===== src/rtl/ifu_pc.sv =====
// ifu_pc: instruction-fetch program counter for a single-issue MIPS-style core.
// It holds the fetch address and picks the next one from jr, jump, branch or
// sequential flow. It checks that address against the legal fetch window. An
// illegal target parks the unit in HALT with the offending address latched.
// Only reset leaves HALT.
module ifu_pc #(
  parameter logic [31:0] PC_RESET = 32'h0000_3000,
  parameter logic [31:0] PC_LIMIT = 32'h0000_6FFC
) (
  input  logic        clk,
  input  logic        reset,
  input  logic        stall,
  input  logic        branch,
  input  logic [15:0] imm16,
  input  logic        jump,
  input  logic [25:0] instr_index,
  input  logic        jr,
  input  logic [31:0] rs_value,
  output logic [31:0] pc,
  output logic [31:0] pc_4,
  output logic        fetch_valid,
  output logic        halted,
  output logic [31:0] fault_addr,
  output logic [31:0] fetch_count
);

  // Two-state controller: fetching normally, or stopped on a bad target.
  localparam logic [0:0] ST_RUN  = 1'b0;
  localparam logic [0:0] ST_HALT = 1'b1;

  logic [0:0]  state_reg;
  logic [0:0]  state_next;
  logic [31:0] pc_reg;
  logic [31:0] pc_next;
  logic [31:0] fault_addr_reg;
  logic [31:0] fault_addr_next;
  logic [31:0] fetch_count_reg;
  logic [31:0] fetch_count_next;

  logic [31:0] pc_4_w;
  logic [31:0] branch_offset;
  logic [31:0] branch_target;
  logic [31:0] jump_target;
  logic [31:0] target;
  logic        target_aligned;
  logic        target_in_window;
  logic        target_legal;
  logic        advance;

  // Sequential address. It also feeds the link path, and it wraps mod 2^32.
  assign pc_4_w = pc_reg + 32'd4;

  // The branch offset counts words. Sign-extend it, then shift it to bytes.
  assign branch_offset = {{14{imm16[15]}}, imm16, 2'b00};
  assign branch_target = pc_4_w + branch_offset;

  // A j/jal target keeps the region bits of the delay-slot address.
  assign jump_target = {pc_4_w[31:28], instr_index, 2'b00};

  // Target select. Several redirects may be raised in the same cycle.
  // Fixed priority (jr, then jump, then branch) picks one without flagging an error.
  always_comb begin
    target = pc_4_w;
    if (jr) begin
      target = rs_value;
    end else if (jump) begin
      target = jump_target;
    end else if (branch) begin
      target = branch_target;
    end
  end

  // A legal target is word aligned and lies inside [PC_RESET, PC_LIMIT] (unsigned).
  assign target_aligned   = (target[1:0] == 2'b00);
  assign target_in_window = (target >= PC_RESET) && (target <= PC_LIMIT);
  assign target_legal     = target_aligned && target_in_window;

  // The PC only moves when running, not stalled, and the target passes the check.
  assign advance = (state_reg == ST_RUN) && !stall && target_legal;

  // Next-state logic: advance, fault into HALT, or hold everything.
  always_comb begin
    state_next       = state_reg;
    pc_next          = pc_reg;
    fault_addr_next  = fault_addr_reg;
    fetch_count_next = fetch_count_reg;
    case (state_reg)
      ST_RUN: begin
        if (!stall) begin
          if (target_legal) begin
            pc_next          = target;
            fetch_count_next = fetch_count_reg + 32'd1;
          end else begin
            fault_addr_next  = target;
            state_next       = ST_HALT;
          end
        end
      end
      ST_HALT: begin
        // Frozen. Stall and redirects have no effect; only reset recovers.
        state_next = ST_HALT;
      end
      default: begin
        state_next = ST_HALT;
      end
    endcase
  end

  // State registers. Reset takes priority over every other input.
  always_ff @(posedge clk) begin
    if (reset) begin
      state_reg       <= ST_RUN;
      pc_reg          <= PC_RESET;
      fault_addr_reg  <= 32'd0;
      fetch_count_reg <= 32'd0;
    end else begin
      state_reg       <= state_next;
      pc_reg          <= pc_next;
      fault_addr_reg  <= fault_addr_next;
      fetch_count_reg <= fetch_count_next;
    end
  end

  // Outputs come straight from registers. The status flags decode only the
  // registered state, so no input reaches them combinationally.
  assign pc          = pc_reg;
  assign pc_4        = pc_4_w;
  assign fault_addr  = fault_addr_reg;
  assign fetch_count = fetch_count_reg;
  assign fetch_valid = (state_reg == ST_RUN);
  assign halted      = (state_reg == ST_HALT);

  // Unused signal, kept for debug visibility of the aligned/window split.
  logic unused_advance;
  assign unused_advance = advance;

endmodule


===== config.mk =====
export PLATFORM = sky130hd
export DESIGN_NAME = ifu_pc
export DESIGN_NICKNAME = d
export VERILOG_FILES = /design/src/rtl/ifu_pc.sv
export SDC_FILE = /design/constraint.sdc
export NUM_CORES = 1
export LEC_CHECK = 0
export CAP_MARGIN = 10
export CORE_UTILIZATION = 40
export DETAILED_ROUTE_END_ITERATION = 6
export PLACE_DENSITY = 0.77
export SLEW_MARGIN = 30
export SYNTH_ARGS = -nofsm -noshare
export SYNTH_HDL_FRONTEND = slang
export SYNTH_SLANG_ARGS = --single-unit

===== constraint.sdc =====
create_clock -name clk -period 5.9 [get_ports clk]
set_input_delay 1.18 -clock clk [delete_from_list [all_inputs] [get_ports clk]]
set_output_delay 1.18 -clock clk [all_outputs]
set_load 0.02 [all_outputs]

==> reports/qor.yml <==
placement:
  place_hpwl_um: 23000
  place_inst: 1454
  portBuffers: 209
  place_ws_ns: -0.0916
  gp_congestion: 0.998
yosys:
  synth_nets: 1115
  ys_warn_count: 0
  postSynth.asyncResetShare_pct: 0
  synth_top_area_share_pct: 25.2
  synth_commonest_cells: "112 x nand2_1, 97 x dfxtp_1, 58 x nor2_1"
  avgSynthCellArea_um2: 7.70
  postSynthCellCount: 1000
  synth-seq-cells: 97
  ys.flop_type: "dfxtp_1"
  synth_edf_count: 0
  synth_area_leaders: "dfxtp_1 25%, ha_1 5.5%, nand2_1 5.5%"
  yosysUniqueCellTypes: 73
  netlist.top_cell.by_area: "dfxtp_1"
  yosysSeqAreaShare_pct: 25.2
  synthMostInstantiatedCell: "nand2_1"
  syn_area_um2: 7700
grt:
  antenna_found_initial: 0
  grtUsageMet3_pct: 7.47
  grt_overflow_total: 0
  grt_util_met2_pct: 48.7
  grt_use_met1_pct: 38.0
  track_usage_pct: 30.1
  grt_pass1_vias: 8616
  grt_pass1_wl_um: 46700
  busiest_layer: "met2"
  grt_max_degree: 80
routing:
  vias: 9080
  ant_nets: 0
  wl_um: 30100
  drt_iter0_drc: 859
  viasPerCell: 6.17
  firstDrtPassIters: 5
  drc: 0
  post_drt_wl_per_cell_um: 20.4
final_layout:
  stdcell_count: 1471
  register_area_um2: 1940
  area_delta_synth_final_pct: 40.5
  drive_above_1_share_pct: 13.3
  multi_input_area_um2: 5420
  fin_nets: 1347
  n_fill_cell: 1757
  n_antenna_cell: 0
timing:
  fin_setup_tns_ns: 0
  slew_headroom_pct: 39.9
  finalClockSkew_ns: 0.0132
  hold_viol_final: 0
  setup_slack_ns: 0.192
  fin_crit_ns: 5.71
  fmax_mhz: 175
  setup_viol: 0
  worstMarginPinSlew_ns: 0.900
  min_period_over_period_pct: 96.7
  slew_viol_final: 0
worst_setup_path:
  crit_chain: "ha_1, nand3_1, buf_4, nor4_2, xnor2_1, inv_1, ha_1, a21oi_1, o21ai_1, or3_1, nor3_1, o31ai_1, or4_1, or4b_1, or4_2, buf_12, nor3_4, buf_12, mux2_2"
  start_kind: "flip-flop"
  crit_family: "simple AND/OR/NAND/NOR gates"
  worstPathRequired_ns: 6.14
  cpPeakStageDelay_ns: 0.67
  crit_fanout: 50
  crit_path_top_delay_cell: "or4_2"
  critPathKind: "flip-flop to flip-flop"
  cp.arrival_ns: 5.95
  cp_num_buf_inv: 4
  cp-end-kind: "flip-flop"
floorplanning:
  dieArea_um2: 19800
  die_w_um: 141
  ioPinCount: 210
  start_util_pct: 41.1
  die_y_um: 141
  core_area_um2: 18800
  fp-row-count: 50
clocking:
  cts_tree: "built"
  cts-root-buf: "clkbuf_16"
  clk_latency_ns: 0.36
  cts_sinks: 97
  numCtsBuffers: 9
  clkTransAtPathRegs_ns: 0.07
  cts_max_level: 3
  ctsLongestPathBuffers: 2
status:
  outcome: "complete, no violations"
power:
  power_leakage_uw: 0.00423
  powerDensity_nw_per_um2: 152
  vdd_drop_max_mv: 0.136
run:
  max_cap_viol_count: 0
min_path:
  worstHoldPathType: "flip-flop to flip-flop"
metrics by stage:
stage               utilization [%]  hold slack (ns)  instance area (um^2)  total power (uW)
detailed placement             55.8            0.452                 10500              1040
global route                   57.7            0.483                 10800              1700
finish                         57.7            0.466                 10800              1640
floorplan                         -            0.531                  7700               874
CTS                            57.3            0.469                 10800              1640
global placement               55.8            0.443                 10500              1040
layer usage:
metal	wire (um)	share of wire (%)
met3	2960	9.9
met1	12500	41
met4	1190	4.0
met2	13400	45
met5	0	0
layout make-up:
cell class                 count  area share [%]
clock buffer                  11            2.33
timing repair buffer         296            25.7
tap                          234            2.70
sequential                    97            17.9
inverter                      24           0.843
clock inverter                 5           0.416
multi-input combinational    804            50.1
what timing repair did:
item,in CTS,in global routing
endpoints found under the setup margin,0,65
setup buffers,0,1
hold buffers,0,0
resized for setup,0,12
worst reg2reg max path: cells and delay by family (launching register included):
family          cells  cell delay (ns)
compound gates      3             0.51
xor+xnor            1             0.24
fa+ha+maj           2             0.58
buf+inv             4             0.73
flops               1             0.37
mux                 1             0.33
simple gates        8             2.85
cells by family (layout without fill, tap and decap cells):
logic type	count (synthesis)	in the layout	share of synthesized area, %
compound gates	276	276	25.6
xor+xnor	33	33	3.75
fa+ha+maj	35	35	5.78
buf+inv	99	336	5.41
flops	97	97	25.2
mux	39	39	5.28
simple gates	421	421	29.0
cell usage in the layout (no fill, tap or decap), types with 19 or more instances in the layout:
| cell | count |
|---|---|
| nor3b_1 | 19 |
| nand4_1 | 39 |
| nand2_1 | 112 |
| buf_4 | 83 |
| nand3_1 | 40 |
| ha_1 | 33 |
| mux2i_1 | 25 |
| inv_1 | 21 |
| and3_1 | 21 |
| a21oi_1 | 52 |
| a211oi_1 | 21 |
| clkdlybuf4s50_1 | 208 |
| dfxtp_1 | 97 |
| o21ai_0 | 40 |
| nor2_1 | 56 |
| or2_2 | 23 |
| o41ai_1 | 21 |
power by group:
part | total [uW] | leakage [uW] | internal [uW] | switching [uW]
Clock | 602 | 0.000145 | 317 | 285
Sequential | 681 | 0.000787 | 670 | 11.1
Combinational | 358 | 0.00330 | 160 | 198
worst paths after layout:
path	start	to	slack, ns	cells past startpoint
min reg2reg	fault_addr[10]	fault_addr[10]	0.47	2
max reg2reg	pc[3]	pc[3]	0.19	19
max	pc[3]	pc[3]	0.19	19
min	fault_addr[10]	fault_addr[10]	0.47	2
(Power assumes the default switching activity.)
